==> src/rtl/ram_arb_pkg.sv <==
// Shared types for the SDRAM port arbiter: FSM states, requester IDs and
// the round-robin successor helper.
package ram_arb_pkg;

    typedef enum logic [1:0] {
        IDLE,
        ISSUE,
        WAIT_RD,
        RECOVER
    } arb_state_e;

    typedef enum logic [1:0] {
        PORT_LD  = 2'd0,
        PORT_AU  = 2'd1,
        PORT_CPU = 2'd2
    } port_id_e;

    localparam int unsigned NUM_PORTS = 3;

    // Next port in round-robin order; wraps 2 -> 0 (3 is never a valid ID).
    function automatic logic [1:0] rr_next(input logic [1:0] p);
        return (p >= 2'd2) ? 2'd0 : p + 2'd1;
    endfunction

endpackage

==> src/rtl/rr_priority_pick.sv <==
// Combinational 3-way round-robin picker with an optional fixed top
// priority for the audio port.
module rr_priority_pick
    import ram_arb_pkg::*;
(
    input  logic [NUM_PORTS-1:0] req_i,
    input  logic [1:0]           rr_last_i,
    input  logic                 audio_prio_i,
    output logic                 grant_valid_o,
    output logic [1:0]           grant_id_o
);

    logic [1:0] idx;

    always_comb begin
        grant_valid_o = 1'b0;
        grant_id_o    = PORT_LD;
        idx           = rr_last_i;
        if (audio_prio_i && req_i[PORT_AU]) begin
            grant_valid_o = 1'b1;
            grant_id_o    = PORT_AU;
        end else begin
            // With priority on, audio is not requesting here, so it drops out naturally.
            for (int k = 0; k < int'(NUM_PORTS); k++) begin
                idx = rr_next(idx);
                if (!grant_valid_o && req_i[idx]) begin
                    grant_valid_o = 1'b1;
                    grant_id_o    = idx;
                end
            end
        end
    end

endmodule

==> src/rtl/ram_port_arbiter.sv <==
// Shares one SDRAM word port between loader, audio and CPU requesters with a
// single outstanding operation and read data routed back to its owner.
module ram_port_arbiter
    import ram_arb_pkg::*;
#(
    parameter int unsigned ADDR_W     = 25,
    parameter int unsigned DATA_W     = 16,
    parameter logic [15:0] RD_TIMEOUT = 16'd1023,
    parameter logic        AUDIO_PRIO = 1'b1
) (
    input  logic              clk50,
    input  logic              reset_n,
    input  logic              ld_we,
    input  logic [ADDR_W-1:0] ld_addr,
    input  logic [DATA_W-1:0] ld_wdata,
    output logic              ld_ack,
    input  logic              au_req,
    input  logic [ADDR_W-1:0] au_addr,
    output logic              au_ack,
    output logic [DATA_W-1:0] au_rdata,
    output logic              au_rvalid,
    input  logic              cpu_req,
    input  logic              cpu_we,
    input  logic [ADDR_W-1:0] cpu_addr,
    input  logic [DATA_W-1:0] cpu_wdata,
    output logic              cpu_ack,
    output logic [DATA_W-1:0] cpu_rdata,
    output logic              cpu_rvalid,
    output logic              ram_req,
    output logic              ram_we,
    output logic [ADDR_W-1:0] ram_address,
    output logic [DATA_W-1:0] ram_data,
    input  logic              ram_op_begun,
    input  logic [DATA_W-1:0] ram_rdata,
    input  logic              ram_rdata_valid,
    output logic              rd_timeout_err,
    output logic              busy
);

    arb_state_e        state_q;
    logic [1:0]        owner_q;
    logic [1:0]        rr_last_q;
    logic              we_q;
    logic [ADDR_W-1:0] addr_q;
    logic [DATA_W-1:0] wdata_q;
    logic [DATA_W-1:0] au_rdata_q;
    logic [DATA_W-1:0] cpu_rdata_q;
    logic              au_rvalid_q;
    logic              cpu_rvalid_q;
    logic              err_q;
    logic [15:0]       cnt_q;

    logic              grant_valid;
    logic [1:0]        grant_id;
    logic              op_accept;

    rr_priority_pick u_pick (
        .req_i         ({cpu_req, au_req, ld_we}),
        .rr_last_i     (rr_last_q),
        .audio_prio_i  (AUDIO_PRIO),
        .grant_valid_o (grant_valid),
        .grant_id_o    (grant_id)
    );

    always_ff @(posedge clk50 or negedge reset_n) begin
        if (!reset_n) begin
            state_q      <= IDLE;
            owner_q      <= PORT_LD;
            rr_last_q    <= PORT_CPU;
            we_q         <= 1'b0;
            addr_q       <= '0;
            wdata_q      <= '0;
            au_rdata_q   <= '0;
            cpu_rdata_q  <= '0;
            au_rvalid_q  <= 1'b0;
            cpu_rvalid_q <= 1'b0;
            err_q        <= 1'b0;
            cnt_q        <= '0;
        end else begin
            au_rvalid_q  <= 1'b0;
            cpu_rvalid_q <= 1'b0;
            unique case (state_q)
                IDLE: begin
                    if (grant_valid) begin
                        owner_q <= grant_id;
                        state_q <= ISSUE;
                        // Fixed-priority audio grants leave the rotation untouched.
                        if (!(AUDIO_PRIO && grant_id == PORT_AU)) rr_last_q <= grant_id;
                        case (grant_id)
                            PORT_AU: begin
                                we_q    <= 1'b0;
                                addr_q  <= au_addr;
                                wdata_q <= '0;
                            end
                            PORT_CPU: begin
                                we_q    <= cpu_we;
                                addr_q  <= cpu_addr;
                                wdata_q <= cpu_wdata;
                            end
                            default: begin
                                we_q    <= 1'b1;
                                addr_q  <= ld_addr;
                                wdata_q <= ld_wdata;
                            end
                        endcase
                    end
                end
                ISSUE: begin
                    if (ram_op_begun) begin
                        if (we_q) begin
                            state_q <= RECOVER;
                        end else begin
                            cnt_q   <= '0;
                            state_q <= WAIT_RD;
                        end
                    end
                end
                WAIT_RD: begin
                    if (ram_rdata_valid) begin
                        if (owner_q == PORT_AU) begin
                            au_rdata_q  <= ram_rdata;
                            au_rvalid_q <= 1'b1;
                        end else begin
                            cpu_rdata_q  <= ram_rdata;
                            cpu_rvalid_q <= 1'b1;
                        end
                        state_q <= IDLE;
                    end else if (cnt_q == RD_TIMEOUT) begin
                        err_q   <= 1'b1;
                        state_q <= IDLE;
                    end else begin
                        cnt_q <= cnt_q + 16'd1;
                    end
                end
                RECOVER: state_q <= IDLE;
                default: state_q <= IDLE;
            endcase
        end
    end

    assign ram_req        = (state_q == ISSUE);
    assign ram_we         = ram_req & we_q;
    assign ram_address    = addr_q;
    assign ram_data       = wdata_q;
    assign op_accept      = ram_req & ram_op_begun;
    assign ld_ack         = op_accept & (owner_q == PORT_LD);
    assign au_ack         = op_accept & (owner_q == PORT_AU);
    assign cpu_ack        = op_accept & (owner_q == PORT_CPU);
    assign au_rdata       = au_rdata_q;
    assign au_rvalid      = au_rvalid_q;
    assign cpu_rdata      = cpu_rdata_q;
    assign cpu_rvalid     = cpu_rvalid_q;
    assign rd_timeout_err = err_q;
    assign busy           = (state_q != IDLE);

endmodule

==> config.mk <==
export PLATFORM = sky130hd
export DESIGN_NAME = ram_port_arbiter
export DESIGN_NICKNAME = d
export VERILOG_FILES = /design/src/rtl/ram_arb_pkg.sv /design/src/rtl/rr_priority_pick.sv /design/src/rtl/ram_port_arbiter.sv
export SDC_FILE = /design/constraint.sdc
export NUM_CORES = 1
export LEC_CHECK = 0
export CAP_MARGIN = 20
export CORE_UTILIZATION = 45
export CTS_CLUSTER_SIZE = 24
export DETAILED_ROUTE_END_ITERATION = 8
export PLACE_DENSITY = 0.94
export SKIP_LAST_GASP = 1
export SLEW_MARGIN = 15
export SYNTH_ARGS = -nofsm -noshare
export SYNTH_HDL_FRONTEND = slang
export SYNTH_SLANG_ARGS = --single-unit
==> constraint.sdc <==
create_clock -name clk50 -period 3.7 [get_ports clk50]
set_clock_uncertainty 0.15 [all_clocks]
set_input_delay 0.74 -clock clk50 [delete_from_list [all_inputs] [get_ports clk50]]
set_output_delay 0.74 -clock clk50 [all_outputs]
set_load 0.02 [all_outputs]
==> results_dict.tcl <==
set metrics [dict create \
    postCtsSetupRepairBufs 0 \
    grt_busiest_layer "met2" \
    fmax_ghz 0.317 \
    die-area_sq_mm 0.0105 \
    final-setup-viol-count 0 \
    syn2layout_area_growth_pct 53.4 \
    cp-end-kind "output port" \
    grt-ovfl-total 0 \
    p_sw_mw 1.88 \
    p_per_area_mw_per_mm2 684 \
    clkLatencyLatePin_ps 360 \
    critPathLaunchType "input port" \
    initial_core_util_pct 46.3 \
    via_count 4272 \
    syn_area_sq_mm 0.00452 \
    final_hold_viol_count 0 \
    cts.htree.levels 3 \
    critical_path_class "input port to output port" \
    core_sq_mm 0.00977 \
    die_x_microns 102 \
    ys_types 43 \
    ios 213 \
    outcome "finished clean" \
    ys_ff_latch 98 \
    nFillCells 698 \
    worstPathMaxFanout 4 \
    worstMarginPinSlew_ps 792 \
    final_core_util_pct 71.0 \
    switching_share_pct 39.5 \
    clockBufferDepth 2 \
    cp_top_family "buffers and inverters" \
    netlist_instances 449 \
    cts_sinks 98 \
    syn_avg_cell_area_sq_um 10.1 \
    ys_async_sr_fraction_pct 100 \
    num_antenna_cells 0 \
    maxCapViolCount 0 \
    multiInputGateArea_sq_mm 0.00194 \
    worst-path-buf-inv 2 \
    grt_pass1_vias 4239 \
    grt_pass1_wl_microns 20700 \
    hpwl_microns 10100 \
    slew_headroom_pct 47.2 \
    antenna_found_initial 0 \
    fin_total_pwr_mw 4.75 \
    ys.flop_type "dfrtp_1" \
    drtAntennaViolNets 0 \
    final_cell_mix "211 x clkdlybuf4s50_1, 97 x dfrtp_1, 57 x nand2_1, 48 x o21ai_0" \
    core.rowCount 36 \
    synth_nets 583 \
    rsz0062_at_grt "false" \
    cts_root_buf "clkbuf_8" \
    drv_slew 0 \
    regArea_sq_mm 0.00245 \
    min_path_type "input port to asynchronous set/reset pin" \
    dr.pass1.iters 5 \
    grtUsageMet1_pct 29.8 \
    clkPwrFrac_pct 13.4 \
    layout-drive-gt1-share_pct 10.8 \
    die_y_microns 102 \
    viasPerCell 5.42 \
    power_frac_seq_pct 36.6 \
    use_met2_pct 45.8 \
    cts_buffers 9 \
    crit_slowest_cell "clkdlybuf4s50_1" \
    nets 785 \
    path_cells "clkdlybuf4s50_1 -> nand2_1 -> nor3b_1 -> clkdlybuf4s50_1" \
    crit_arrival_ps 2270 \
    crit_top_cell "clkdlybuf4s50_1" \
    hold_buffers 0 \
    grt_start_max_net_pins 68 \
    io_buffers 212 \
    use_met3_pct 7.18 \
    drtIter0Drc 163 \
    gp_congestion 0.867 \
    grtUsageTotal_pct 26.1 \
    cts_tree "yes" \
    p_int_mw 2.87 \
    period_share_pct 85.4 \
    layout_commonest_cell "clkdlybuf4s50_1" \
    tns_ps 0 \
    r2r_setup_slack_ps 1250 \
    synth_edf_count 0 \
    clk_pin_slew_ps 100 \
    combPwrFrac_pct 50.0 \
    ir_drop_mv 0.365 \
    remaining_drc_errors 0 \
    drt_wl_total_microns 13200 \
    ys_seq_area_share_pct 54.2 \
    holdWs_ps 227 \
    post-route-min-period_ps 3160 \
    critPathMaxStageDelay_ps 640 \
    wire_per_inst_microns 16.7 \
    p_leak_nw 2.87 \
    ys_warn_count 0 \
    cts_resized 0 \
    required_ps 2810 \
]
[layout make-up]
class                      instances  area share [%]
multi-input combinational        315            27.9
timing repair buffer             221            31.5
tap                              133            2.40
inverter                           6           0.325
clock inverter                     6           0.685
clock buffer                       9            1.79
sequential                        98            35.4
[flip-flops by register name, indices dropped and copies added, names as in the netlist]
register,cells
rr_last_q,1
au_rdata,16
owner_q,2
state_q,2
cpu_rdata,16
cnt_q,16
au_rvalid,1
ram_address,25
we_q,1
ram_data,16
cpu_rvalid,1
rd_timeout_err,1
[power groups by stage]
| stage | logic [mW] | registers (mW) | clock network [mW] |
|---|---|---|---|
| 3_5_place_dp | 2.38 | 1.76 | 0 |
| 3_3_place_gp | 2.31 | 1.73 | 0 |
| 4_1_cts | 2.38 | 1.74 | 0.655 |
| 5_1_grt | 2.54 | 1.80 | 0.703 |
| 6_report | 2.37 | 1.74 | 0.637 |
| 2_1_floorplan | 0.729 | 2.18 | 0 |
[worst reg2reg max path: stages (launching register included)]
cell and delay [ps]:
dfrtp_1 440, or4_4 560, or4b_4 560, o31ai_4 380, o21ai_1 160, a21oi_2 140
[per-stage QoR]
stage	setup slack, ps	cell area [sq um]	instances
after detailed placement	512	6760	772
after global placement	568	6760	772
after CTS	524	6930	787
final	542	6940	788
after floorplan	1270	4520	449
after global routing	439	6940	788
[synthesized netlist by cell type (all sizes together), types with 2 or more instances]
cell,count,area (sq um)
a21oi,33,173
a22oi,40,300
and3,3,18.8
buf,3,12.5
clkbuf,27,101
dfrtp,97,2430
ha,3,37.5
inv,6,22.5
mux2,33,372
nand2,57,214
nand2b,2,12.5
nand3,10,50.1
nand4,2,12.5
nor2,40,150
nor2b,3,18.8
nor3,4,20.0
nor3b,2,15.0
o21ai,52,260
or2,2,12.5
or3,6,41.3
xnor2,5,43.8
xor2,2,17.5
[cells by family after synthesis]
family	count (synthesis)	synth area share [%]
compound gates	132	17.8
xor+xnor	7	1.36
simple gates	139	14.3
flops	98	54.2
mux	34	8.44
buf+inv	36	3.02
fa+ha+maj	3	0.830
[routing by layer]
metal  wire length [microns]  up-vias
met2                    7060      189
met1                    4820     2046
li1                        -     2003
met3                     772       34
met4                     535        0
met5                       0        -
[final timing paths]
check,start,end,cells after the start
min in group clk50,ram_address[9],ram_address[9],2
max in group asynchronous,reset_n,cpu_rdata[10],2
worst max register to register,cnt_q[11],cnt_q[5],5
worst min-delay path,reset_n,cpu_rdata[2],1
worst max-delay path,ram_op_begun,cpu_ack,4
worst min register to register,ram_address[9],ram_address[9],2
Note: power is estimated with default switching activity, not from simulation.
